==> config.mk <==
export PLATFORM = sky130hd
export DESIGN_NAME = tl_ram_arbiter
export DESIGN_NICKNAME = d
export VERILOG_FILES = /design/src/rtl/tl_ram_arbiter_pkg.sv /design/src/rtl/tl_ram_arbiter_arb_rr2.sv /design/src/rtl/tl_ram_arbiter.sv
export SDC_FILE = /design/constraint.sdc
export NUM_CORES = 1
export LEC_CHECK = 0
export CORE_AREA = 3 3 131 133
export DETAILED_ROUTE_END_ITERATION = 10
export DIE_AREA = 0 0 134 136
export HOLD_SLACK_MARGIN = 0.05
export SYNTH_ARGS = -nofsm -noshare
export SYNTH_HDL_FRONTEND = slang
export SYNTH_HIERARCHICAL = 1
export SYNTH_SLANG_ARGS = --single-unit
export TNS_END_PERCENT = 50
==> constraint.sdc <==
create_clock -name clock -period 3.65 [get_ports clock]
set_input_delay 0.9125 -clock clock [delete_from_list [all_inputs] [get_ports clock]]
set_output_delay 0.9125 -clock clock [all_outputs]
set_load 0.02 [all_outputs]
==> src/rtl/tl_ram_arbiter_pkg.sv <==
// Shared TileLink-UL types for the two-requester RAM arbiter: channel structs,
// opcodes, requester count and owner-index type.
package tl_ram_arbiter_pkg;

  localparam int unsigned TL_NUM_REQ = 2;

  typedef logic [$clog2(TL_NUM_REQ)-1:0] tl_owner_idx_t;

  localparam logic [2:0] TL_A_PUT_FULL        = 3'd0;
  localparam logic [2:0] TL_A_PUT_PARTIAL     = 3'd1;
  localparam logic [2:0] TL_A_GET             = 3'd4;
  localparam logic [2:0] TL_D_ACCESS_ACK      = 3'd0;
  localparam logic [2:0] TL_D_ACCESS_ACK_DATA = 3'd1;

  typedef struct packed {
    logic          a_valid;
    logic [2:0]    a_opcode;
    logic [1:0]    a_size;
    tl_owner_idx_t a_source;
    logic [31:0]   a_address;
    logic [3:0]    a_mask;
    logic [31:0]   a_data;
    logic          d_ready;
  } tilelink_a;

  typedef struct packed {
    logic        d_valid;
    logic [2:0]  d_opcode;
    logic        d_error;
    logic [31:0] d_data;
    logic        d_ready;
  } tilelink_d;

endpackage

==> src/rtl/tl_ram_arbiter_arb_rr2.sv <==
// Two-way grant selector. Round-robin by default; defining
// TL_RAM_ARB_FIXED_PRIORITY_EN makes requester 0 always win contention.
module arb_rr2
  import tl_ram_arbiter_pkg::*;
(
  input  logic                  clock,
  input  logic                  reset,
  input  logic [TL_NUM_REQ-1:0] req,
  output logic [TL_NUM_REQ-1:0] gnt
);

`ifdef TL_RAM_ARB_FIXED_PRIORITY_EN
  logic unused_clock;
  assign unused_clock = clock;

  always_comb begin
    gnt = '0;
    if (!reset) begin
      if (req[0]) gnt = 2'b01;
      else if (req[1]) gnt = 2'b10;
    end
  end
`else
  typedef enum logic {PRIO_REQ0, PRIO_REQ1} prio_e;

  prio_e prio_q, prio_d;

  always_ff @(posedge clock) begin
    if (reset) prio_q <= PRIO_REQ0;
    else       prio_q <= prio_d;
  end

  always_comb begin
    gnt    = '0;
    prio_d = prio_q;
    if (!reset) begin
      unique case (req)
        2'b01:   gnt = 2'b01;
        2'b10:   gnt = 2'b10;
        2'b11:   gnt = (prio_q == PRIO_REQ0) ? 2'b01 : 2'b10;
        default: gnt = '0;
      endcase
      // Pointer moves only on a grant, toward the requester just passed over.
      if (gnt[0])      prio_d = PRIO_REQ1;
      else if (gnt[1]) prio_d = PRIO_REQ0;
    end
  end
`endif

endmodule

==> src/rtl/tl_ram_arbiter.sv <==
// Shares one 1-cycle-latency block RAM between two TileLink requesters; decodes
// the RAM window, answers misses locally with an error. Honours TL_RAM_ARB_FIXED_PRIORITY_EN.
module tl_ram_arbiter
  import tl_ram_arbiter_pkg::*;
#(
  parameter logic [31:0] addr_mask = 32'hF0000000,
  parameter logic [31:0] addr_tag  = 32'h00000000
) (
  input  logic      clock,
  input  logic      reset,
  input  tilelink_a tla0,
  output tilelink_d tld0,
  input  tilelink_a tla1,
  output tilelink_d tld1,
  output tilelink_a ram_tla,
  input  tilelink_d ram_tld
);

  logic [TL_NUM_REQ-1:0] req;
  logic [TL_NUM_REQ-1:0] gnt;
  tilelink_a             acc_a;
  tl_owner_idx_t         acc_idx;
  logic                  accepted;
  logic                  hit;

  logic                  own_valid_q, own_valid_d;
  tl_owner_idx_t         own_idx_q, own_idx_d;
  logic                  own_err_q, own_err_d;
  tilelink_d             rsp;

  assign req = {tla1.a_valid, tla0.a_valid};

  arb_rr2 u_arb (
    .clock (clock),
    .reset (reset),
    .req   (req),
    .gnt   (gnt)
  );

  always_comb begin
    accepted = |gnt;
    acc_idx  = tl_owner_idx_t'(gnt[1]);
    acc_a    = gnt[1] ? tla1 : tla0;
    hit      = ((acc_a.a_address & addr_mask) == addr_tag);

    ram_tla         = '0;
    ram_tla.d_ready = 1'b1;
    if (accepted && hit) begin
      ram_tla          = acc_a;
      ram_tla.a_source = acc_idx;
      ram_tla.d_ready  = 1'b1;
    end

    own_valid_d = accepted;
    own_idx_d   = acc_idx;
    own_err_d   = accepted && !hit;
  end

  always_ff @(posedge clock) begin
    if (reset) begin
      own_valid_q <= 1'b0;
      own_idx_q   <= '0;
      own_err_q   <= 1'b0;
    end else begin
      own_valid_q <= own_valid_d;
      own_idx_q   <= own_idx_d;
      own_err_q   <= own_err_d;
    end
  end

  // Decode misses never reached the RAM, so the error beat is synthesised here.
  always_comb begin
    rsp = '0;
    if (own_valid_q && !reset) begin
      rsp.d_valid = 1'b1;
      if (own_err_q) begin
        rsp.d_opcode = TL_D_ACCESS_ACK_DATA;
        rsp.d_error  = 1'b1;
      end else begin
        rsp.d_opcode = ram_tld.d_opcode;
        rsp.d_error  = ram_tld.d_error;
        rsp.d_data   = ram_tld.d_data;
      end
    end

    tld0 = '0;
    tld1 = '0;
    if (own_idx_q == '0) tld0 = rsp;
    else                 tld1 = rsp;
    tld0.d_ready = gnt[0];
    tld1.d_ready = gnt[1];
  end

  logic unused_bits;
  assign unused_bits = ^{tla0.a_source, tla0.d_ready, tla1.a_source, tla1.d_ready,
                         ram_tld.d_valid, ram_tld.d_ready};

endmodule

==> key figures <==
Run status
  – Status: completed

Yosys
  – Seq/Total Area, Yosys: around 4.5%
  – Synth warnings: 6
  – Synth Area in Compound Gates: between 30% and 40%
  – Simple-Gate Fraction of Synth Area: just under 50%
  – Synthesized instance count: 276
  – Most area-consuming cells after synthesis: a22oi_1 (29%), and2_1 (25%), nor2_1 (16%)
  – Synth Area in Adders: 0%
  – XOR/XNOR share of the synthesized area: 0%
  – Fraction of post-synthesis cell area in the top cell type by area: roughly 29%
  – Syn avg cell area: approximately 6.4 µm²
  – Post-synthesis mux area share: 1.27%
  – Unique masters post-synth: 23
  – Cell Area, Synth: about 1800 µm²
  – Leading area contributor after synthesis: a22oi_1
  – Main combinational cell family by area after synthesis: simple AND/OR/NAND/NOR gates
  – Synthesis-stage register bit count: 4

Placement
  – Place WS: -0.451 ns
  – Placed Cells: 813
  – Port Buffers: ~330
  – Area after DPL: 5370 µm²
  – DPL Wire Length: ~10,000 µm
  – GP Congestion: 0.780

Global routing
  – First-pass GRT wire length: between 15,000 and 20,000 µm
  – Vias in the first global route: between 3,000 and 4,000
  – Grt ovf: 0
  – Largest net degree at the start of global routing: 37
  – Initial antenna violation count: 0
  – All-Layer GR Usage: 12.5%

Detailed routing
  – Routed WL: between 10,000 and 15,000 µm
  – DRT Pass-1 Iters: 4
  – DRC: 0
  – DRT iter0 DRCs: 75
  – Avg WL per Cell: 15.3 µm
  – Via/cell ratio: slightly above 4
  – Post-DRT Antenna Nets: 0
  – Via count: 3,386

Worst hold path
  – Min-delay worst type: flip-flop to flip-flop

Worst setup path
  – Worst EP arrival: around 2.7 ns
  – Reg2reg end: own_err_q$_SDFF_PP0_
  – Crit path buf inv count: 4
  – CP max FO: 20
  – Worst R2R Path Depth: 8
  – Critical path depth: 7
  – Launching element of the worst setup path: tla1[65]
  – R2R Setup Slk: about 2 ns
  – Startpoint types: input pin
  – CP endpoint: ram_tla[47]
  – Critical Path RT: roughly 2.7 ns
  – Kind of critical path: input pin to output pin
  – CP max stage cell: clkdlybuf4s50_1
  – CP peak stage delay: roughly 0.44 ns
  – Delay-heaviest family, CP: buffers and inverters
  – CP Cell Sequence: clkdlybuf4s50_1, nor4_4, mux2i_4, buf_12, buf_16, nor2_1, clkdlybuf4s15_1
  – Crit. End Element: output pin
  – Worst r2r src: u_arb/prio_q$_SDFFE_PP0P_

STA
  – Max Slew Vio Count: 0
  – Fin crit period: about 3.6 ns
  – Final Hold Viols: 0
  – Fmax: about 280 MHz
  – Setup TNS: 0 ns
  – Final Cycle Share: around 100%
  – Final worst slack: between 0.015 and 0.02 ns
  – RSZ-0062 raised after global routing: yes
  – Hold Slack: around 0.68 ns
  – Endpoints failing setup: 0
  – Setup Skew: around 0.0023 ns

CTS
  – CTS tree: done
  – CTS root buf: clkbuf_16
  – Clock sink total: 4
  – CTS buffer count: 3
  – Clock transition at path regs: about 0.030 ns
  – Clk_lat worst skew: 0.23 ns
  – H-tree depth: 1
  – Clock buffer depth: 2

Final layout
  – Fillers: 1,739
  – Layout Cells excl Fill: slightly above 800
  – Most frequent cells in the layout: clkdlybuf4s50_1 (190), nor2_1 (76), and2_1 (70), dlygate4sd2_1 (70), a22oi_1 (69)
  – N_diodes: 0
  – Area grow syn2layout: 200%
  – Post-route cell area: approximately 5300 µm²
  – Fraction of layout cells with a size suffix above 1: 18.8%
  – Commonest non-fill, non-tap cell in the layout: clkdlybuf4s50_1
  – Nets@finish: about 800

Floorplanning
  – Row count: 46
  – Core box area: 15,900 µm²
  – Die Area: 18,200 µm²
  – # IOs: ~340
  – Die height: 136 µm
  – Initial Util: 11.1%
  – Die W: 134 µm

Power
  – P per Cell Area: between 100 and 150 nW/µm²
  – Max VDD drop: 0.0000921 V
  – P_leak: between 2 and 2.5 nW

Job
  – Max Cap Violations: 0
==> synthesized netlist by cell type <==
library cell,count
and2_1,70
or3b_4,1
buf_2,13
nor2_8,1
nor2_2,1
buf_4,5
mux2i_4,1
nand3b_1,2
a22oi_1,69
a211oi_1,1
nor4_4,1
nor2_1,77
inv_1,3
nand2_1,1
nor3b_1,1
clkbuf_1,4
conb_1,2
o21ba_2,1
buf_6,12
nor2b_1,4
nor4_2,1
a21oi_2,1
dfxtp_1,4
==> final cells by class <==
class	count	area [µm²]	share of cell area, %
well taps	216	270	5.10
flip-flops and latches	4	80.1	1.51
clock buffers	3	75.1	1.42
repair buffers	363	3400	64.2
inverters	3	11.3	0.212
multi-input cells	238	1460	27.6
==> flip-flops by register name, summed over array words and instances (netlist names) <==
name and flops:
own_idx_q 1, u_arb/prio_q 1, own_valid_q 1, own_err_q 1
==> through the flow <==
stage	utilization, %	power, mW
finish	33.3	0.626
global route	33.3	0.661
CTS	34.4	0.634
detailed placement	33.7	0.457
global placement	33.7	0.451
floorplan	-	0.181
==> worst min path at each step <==
stage	endpoint	slack [ns]	from	cells past startpoint
detailed placement	u_arb/prio_q$_SDFFE_PP0P_	0.62	u_arb/prio_q$_SDFFE_PP0P_	2
global route	u_arb/prio_q$_SDFFE_PP0P_	0.71	u_arb/prio_q$_SDFFE_PP0P_	2
global placement	u_arb/prio_q$_SDFFE_PP0P_	0.61	u_arb/prio_q$_SDFFE_PP0P_	2
finish	u_arb/prio_q$_SDFFE_PP0P_	0.68	u_arb/prio_q$_SDFFE_PP0P_	2
CTS	u_arb/prio_q$_SDFFE_PP0P_	0.69	u_arb/prio_q$_SDFFE_PP0P_	2
floorplan	u_arb/prio_q$_SDFFE_PP0P_	0.58	u_arb/prio_q$_SDFFE_PP0P_	2
==> where the power goes <==
part           internal, mW  switching [mW]  leakage, nW  total, mW
sequential           0.0467         0.00311       0.0330     0.0498
clock                 0.140          0.0311       0.0370      0.171
combinational         0.258           0.147         2.33      0.405
==> metal layers <==
| metal | share of wire [%] | vias up | GRT usage, % |
|---|---|---|---|
| li1 | - | 1616 | - |
| met5 | 0 | - | 0 |
| met1 | 37 | 1545 | 13.6 |
| met2 | 52 | 213 | 23.6 |
| met4 | 1.2 | 0 | 2.86 |
| met3 | 10 | 12 | 3.81 |
==> worst register-to-register path, delay by kind of cell (launching register included) <==
| kind | cells | cell delay, ns |
|---|---|---|
| flops | 1 | 0.38 |
| simple gates | 3 | 0.41 |
| mux | 1 | 0.29 |
| buf+inv | 4 | 0.54 |
==> logic make-up after synthesis <==
kind of cell,Yosys count
muxes,1
DFF,4
and+or+nand+nor,160
AOI/OAI and AO/OA,72
other,2
buffers and inverters,37
==> repair_timing <==
action	4_1_cts	5_1_grt
pin swaps	2	2
cloned	2	0
hold buffers	0	0
endpoints found under the setup margin	142	58
buffers inserted	7	2
resized for setup	237	85
No activity file was read; power rests on OpenSTA's default activity.
